### config.mk
export PLATFORM = sky130hd
export DESIGN_NAME = fetch_queue
export DESIGN_NICKNAME = d
export VERILOG_FILES = /design/src/rtl/fetch_queue.sv
export SDC_FILE = /design/constraint.sdc
export NUM_CORES = 1
export LEC_CHECK = 0
export CAP_MARGIN = 25
export CORE_MARGIN = 1
export CORE_UTILIZATION = 58
export DETAILED_ROUTE_END_ITERATION = 8
export HOLD_SLACK_MARGIN = 0.03
export PLACE_DENSITY = 0.92
export SETUP_SLACK_MARGIN = 0.05
export SYNTH_ARGS = -nofsm -noshare
export SYNTH_HDL_FRONTEND = slang
export SYNTH_SLANG_ARGS = --single-unit
### constraint.sdc
create_clock -name clk -period 5.75 [get_ports clk]
set_input_delay 1.15 -clock clk [delete_from_list [all_inputs] [get_ports clk]]
set_output_delay 1.15 -clock clk [all_outputs]
set_load 0.01 [all_outputs]
### src/rtl/fetch_queue.sv
// Fetch front-end: PC generator, one-deep outstanding imem request and a DEPTH-entry instruction queue.
// Optional same-cycle bypass of an arriving word into an empty queue: define FETCH_QUEUE_BYPASS_EN.
module fetch_queue #(
    parameter int unsigned          XLEN     = 32,
    parameter int unsigned          DEPTH    = 4,
    parameter logic [XLEN-1:0]      RESET_PC = '0,
    localparam int unsigned         PW       = $clog2(DEPTH),
    localparam int unsigned         CW       = PW + 1
) (
    input  logic            clk,
    input  logic            reset,
    output logic            imem_req,
    output logic [XLEN-1:0] imem_addr,
    input  logic [31:0]     imem_rdata,
    input  logic            redirect_valid,
    input  logic [XLEN-1:0] redirect_pc,
    output logic            instr_valid,
    input  logic            instr_ready,
    output logic [31:0]     instr_d,
    output logic [XLEN-1:0] pc_d,
    output logic [XLEN-1:0] pcplus4_d,
    output logic [CW-1:0]   count
);

    logic [XLEN-1:0] fetch_pc_q, fetch_pc_d;
    logic [XLEN-1:0] pend_pc_q, pend_pc_d;
    logic            pending_q, pending_d;
    logic [CW-1:0]   count_q, count_d;
    logic [PW-1:0]   wr_ptr_q, wr_ptr_d;
    logic [PW-1:0]   rd_ptr_q, rd_ptr_d;

    logic [31:0]     instr_mem_q [DEPTH];
    logic [XLEN-1:0] pc_mem_q    [DEPTH];

    logic [CW:0]     in_flight;
    logic            bypass_hit;
    logic            push;
    logic            pop;

    // Credit counts the queue plus the one response that may still arrive.
    assign in_flight = (CW+1)'(count_q) + (CW+1)'(pending_q);
    assign imem_req  = reset && !redirect_valid && (in_flight < (CW+1)'(DEPTH));
    assign imem_addr = fetch_pc_q;
    assign count     = count_q;

`ifdef FETCH_QUEUE_BYPASS_EN
    assign bypass_hit = (count_q == '0) && pending_q && !redirect_valid;
`else
    assign bypass_hit = 1'b0;
`endif

    assign instr_valid = ((count_q != '0) || bypass_hit) && !redirect_valid;
    assign pop         = instr_valid && instr_ready && (count_q != '0);
    // A bypassed word that decode accepts at once never occupies an entry.
    assign push        = pending_q && !redirect_valid && !(bypass_hit && instr_ready);

    assign instr_d   = bypass_hit ? imem_rdata : instr_mem_q[rd_ptr_q];
    assign pc_d      = bypass_hit ? pend_pc_q  : pc_mem_q[rd_ptr_q];
    assign pcplus4_d = pc_d + XLEN'(4);

    always_comb begin
        fetch_pc_d = fetch_pc_q;
        pend_pc_d  = pend_pc_q;
        pending_d  = pending_q;
        count_d    = count_q;
        wr_ptr_d   = wr_ptr_q;
        rd_ptr_d   = rd_ptr_q;
        if (redirect_valid) begin
            fetch_pc_d = {redirect_pc[XLEN-1:2], 2'b00};
            pending_d  = 1'b0;
            count_d    = '0;
            wr_ptr_d   = '0;
            rd_ptr_d   = '0;
        end else begin
            pending_d = imem_req;
            if (imem_req) begin
                pend_pc_d  = fetch_pc_q;
                fetch_pc_d = fetch_pc_q + XLEN'(4);
            end
            if (push) wr_ptr_d = wr_ptr_q + PW'(1);
            if (pop)  rd_ptr_d = rd_ptr_q + PW'(1);
            count_d = count_q + CW'(push) - CW'(pop);
        end
    end

    always_ff @(posedge clk or negedge reset) begin
        if (!reset) begin
            fetch_pc_q <= RESET_PC;
            pend_pc_q  <= '0;
            pending_q  <= 1'b0;
            count_q    <= '0;
            wr_ptr_q   <= '0;
            rd_ptr_q   <= '0;
        end else begin
            fetch_pc_q <= fetch_pc_d;
            pend_pc_q  <= pend_pc_d;
            pending_q  <= pending_d;
            count_q    <= count_d;
            wr_ptr_q   <= wr_ptr_d;
            rd_ptr_q   <= rd_ptr_d;
        end
    end

    // Storage needs no reset: entries are only read once count covers them.
    always_ff @(posedge clk) begin
        if (push) begin
            instr_mem_q[wr_ptr_q] <= imem_rdata;
            pc_mem_q[wr_ptr_q]    <= pend_pc_q;
        end
    end

endmodule

======== Word-level counts from Yosys, hierarchy flattened ========
Memory sizes are Yosys's and may differ from the RTL's.
Cells that the tools add are included.
cells by class
  div/mod/pow operators ................... 0
  reduce and logical (&&, ||, !) cells .... 12
  bitwise gates (word level) .............. 1
  multiply operators ...................... 0
  shift operators ......................... 0
  $lt $le $gt $ge ......................... 1
  $add $sub $neg .......................... 7
  equal/unequal tests ..................... 0
  muxes and demuxes ....................... 10
operators by type and width
  cell                                                         number
  adder 32 x 3 -> 32 bit (second input constant)               2
  2-to-1 mux 32 bit                                            2
  2-to-1 mux 2 bit                                             4
  logical AND 1 bit                                            6
  nonzero test 2 bit                                           3
  adder 2 x 1 -> 2 bit (second input constant)                 2
  adder 3 x 1 -> 4 bit                                         1
  less-than comparator 4 x 3 -> 1 bit (second input constant)  1
  adder 3 x 1 -> 3 bit                                         1
  2-to-1 mux 1 bit                                             3
  2-to-1 mux 3 bit                                             1
  nonzero test 3 bit                                           1
  subtractor 3 x 1 -> 3 bit                                    1
  AND reduction 2 bit                                          1
  zero test 1 bit                                              1
  inverter 1 bit                                               1
storage, ports and cells
  RAM bits ................................ 256
  bits in read-only memories .............. 0
  bits of input ports ..................... 68
  word-level logic and storage cells ...... 39
  register bits ........................... 72
  memories kept ........................... 2
  bits in latches ......................... 0
memories
  name         words  bits a word  read ports  clocked after Yosys merged registers in  wr ports  RTL line  RTL
  instr_mem_q  4      32           1           0                                        1         32        logic [31:0] instr_mem_q [DEPTH];
  pc_mem_q     4      32           1           0                                        1         33        logic [XLEN-1:0] pc_mem_q [DEPTH];

======== Logic depth before layout (Yosys ltp) ========
  word-level depth ........................ 6
  gate-level depth with buffers ........... 11
  gate-level depth less buffers ........... 11

======== Worst setup path after synthesis ========
OpenSTA, ideal clock, no wires.
  path type ............................... input -> register
  start point ............................. in redirect_valid
  end point ............................... mem instr_mem_q[0][0] (enable)
  setup time .............................. 0.427 ns
  slack ................................... 2.287 ns
  stages .................................. 3
  arrival ................................. 3.036 ns
  cells stage by stage .................... clkbuf_1 -> nor2b_1 -> and2_1
between the ends
  longest elaborated chain between the ends .. 4
ends and longest elaborated chain
  what                                    RTL line  RTL
  start, declared                         15        input logic redirect_valid,
  zero test 1 bit                         55        assign push = pending_q && !redirect_valid && !(bypass_hit && instr_ready);
  logical AND 1 bit                       55
  2-to-1 mux 1 bit                        106       if (push) begin
  2-to-1 mux 1 bit (implied by the code)  107       instr_mem_q[wr_ptr_q] <= imem_rdata;
  end, declared                           32
No other way between the ends.

======== Worst setup path after layout ========
  start point ............................. reg rd_ptr_q[0]
  end point ............................... out pcplus4_d[30]
between the ends
  longest elaborated chain between the ends .. 2
ends and longest elaborated chain
  what                      RTL line  RTL
  start, declared           30        logic [PW-1:0] rd_ptr_q, rd_ptr_d;
  start signal, assigned    100       rd_ptr_q <= rd_ptr_d;
  memory read (4 x 32 bit)  n/a
  adder 32 x 3 -> 32 bit    59        assign pcplus4_d = pc_d + XLEN'(4);
  end, declared             21        output logic [XLEN-1:0] pcplus4_d,
No other way between the ends.

==> results.ini <==
[setup_path]
cp-start-kind=flop
worstSetupPathType=reg2out
worstPathRequired_ns=4.60
worst-path-max-fanout=32
critPathArrivalTime_ns=3.84
end_kind=output pin
reg2reg_depth=7
worst_r2r_endpoint=pend_pc_q[14]$_DFFE_PN0P_
ff2ff_setup_slack_ns=3.26
r2r_start=count[1]$_DFF_PN0_

[final_layout]
synthToLayoutAreaGrowth_pct=24.6
final_util_pct=73.9
n_fill_cell=1290
fin_area_sq_um=16200
drive_above_1_share_pct=17.8
regArea_sq_um=9150
multiInputGateArea_sq_um=3610
finalNetCount=1017
stdcell_count=1244

[clocking]
cts_resized=0
root_buffer=clkbuf_16
htreeDepth=1
cts.hold.buffers_added=0
clock_latency_ns=0.54
cts_buffers=30
clockBufferDepth=3
cts_tree=built
cts_sinks=316
clk_pin_slew_ns=0.06
postCtsSetupBuffers=0

[yosys]
synth.distinct_cells=47
yosysSeqAreaShare_pct=70.5
ys_top_cells_by_count=edfxtp_1, dfrtp_1, mux4_2, nand2_1
yosysTopAreaCell=edfxtp_1
ys_ff_latch=316
synth_top_area_share_pct=57.4
synth_edf_count=248
syn_area_sq_um=13000
synth_flop_cell=edfxtp_1
synth_most_common_cell=edfxtp_1
synth_warnings=0
yosys-top-cells-area=edfxtp_1, dfrtp_1, mux4_2
syn-mean-instance-area_sq_um=17.8
syn_inst=731
async_flop_share_pct=21.5

[worst_hold_path]
holdPathEnd=pc_mem_q[1][21]$_DFFE_PP_
hp-class=reg2reg
whs_path_depth=0
hold_start=pend_pc_q[21]$_DFFE_PN0P_

[detailed_routing]
drt-initial-drc-count=361
drc_errors=0
via_per_inst=5.88
drt-total-wl_microns=27300
dr.pass1.iters=5
routedWlPerCell_microns=21.9
vias=7314
final_antenna_net_count=0

[timing]
setup_viol=0
finalHoldViolations=0
post-route-period-util_pct=86.7
setup_tns_ns=0
finalClockSkew_ns=0.0147
slew_violations=0
period_minus_slack_ns=4.99
tightest_slew_ns=0.898
rsz0062_at_grt=no
slew_headroom_pct=40.1
whs_ns=0.516
max_freq_mhz=201

[placement]
placed_cell_area_sq_um=15200
dp.cells=1187
io_buffers=192
hpwlAfterDp_microns=18100
gp_congestion=0.892

[floorplanning]
core_area_sq_um=21900
num_rows=54
start_util_pct=59.3
die_area_sq_um=23000
die_h_microns=152
boundaryPins=201
die_w_microns=152

[power]
ir_worst_vdd_mv=0.216
power_leakage_nw=5.52
power_density_nw_per_um2=396

[grt]
grt_use_total_pct=24.4
grt_pass1_wl_microns=41600
grt_pass1_vias=7385
overflow=0
antenna_found_initial=0
grt_max_degree=77

[run_status]
status=finished clean

[flow_run]
drv_cap=0

==> where the power goes <==
group | total (mW) | switching [mW] | internal [mW]
sequential | 3.00 | 0.254 | 2.75
clock | 1.92 | 0.800 | 1.12
combinational | 1.48 | 0.649 | 0.828
total | 6.40 | 1.70 | 4.70
==> worst max-delay path by stage <==
stage | slack [ns] | to | start | depth (start not counted)
floorplan | 2.29 | instr_mem_q[0][0]$_DFFE_PP_ | redirect_valid | 3
global placement | 1.33 | pcplus4_d[30] | rd_ptr_q[0]$_DFFE_PN0P_ | 7
detailed placement | 1.25 | pcplus4_d[30] | rd_ptr_q[0]$_DFFE_PN0P_ | 7
CTS | 0.64 | pcplus4_d[30] | rd_ptr_q[0]$_DFFE_PN0P_ | 7
global route | 0.52 | pcplus4_d[24] | rd_ptr_q[0]$_DFFE_PN0P_ | 7
finish | 0.76 | pcplus4_d[30] | rd_ptr_q[0]$_DFFE_PN0P_ | 7
==> state kept, by name (all words and copies together), names as in the netlist <==
signal and cells:
rd_ptr_q 2, instr_mem_q 128, count 3, imem_addr 30, pend_pc_q 30, wr_ptr_q 2, pc_mem_q 120, pending_q 1
==> kinds of logic after synthesis <==
group           after synthesis  share of synthesized area (%)
flops                       316                           70.5
simple gates                169                           7.63
mux                          97                           13.8
xor+xnor                     50                           3.37
buf+inv                      48                           1.93
compound gates               40                           1.75
fa+ha+maj                    10                           1.02
other cells                   1                         0.0289
==> layer usage <==
layer / track usage, % / wire length, microns / vias up
li1: - / - / 3281
met1: 34.2 / 11100 / 3706
met5: 0 / 0 / -
met4: 5.45 / 355 / 0
met2: 41.3 / 13800 / 293
met3: 3.35 / 1980 / 34
==> layout by cell type (no fill, tap or decap), types with 9 or more instances in the layout <==
cell type        instances
edfxtp_1               248
and4_1                   9
nand4_1                 14
clkdlybuf4s50_1        190
o21ai_0                 27
ha_1                     9
xor2_1                  19
nand2_1                 43
nor2_1                  23
mux2_2                  31
xnor2_1                 31
mux4_2                  60
buf_4                   13
nand3_1                 25
inv_1                   13
clkbuf_16               32
dfrtp_1                 66
==> final cells by class <==
type	count	area share, %
Multi-Input combinational cell	372	22.3
Clock buffer	44	5.53
Clock inverter	12	0.580
Tap cell	280	2.16
Inverter	14	0.325
Antenna cell	1	0.0155
Timing Repair Buffer	205	12.5
Sequential cell	316	56.6
==> per-stage QoR <==
stage               power, mW  worst slack (ns)
global route             6.66             0.516
global placement         4.46              1.33
floorplan                3.78              2.29
CTS                      6.45             0.641
detailed placement       4.52              1.25
finish                   6.40             0.764
==> critical path, cell delays in order, from the launching register on <==
cell and delay (ns):
dfrtp_4 0.85, mux4_2 0.46, ha_1 0.22, nand3_1 0.24, nor4_4 0.56, nand4_1 0.19, xnor2_1 0.16, clkdlybuf4s50_1 0.59
Power figures use the tool's default switching activity.
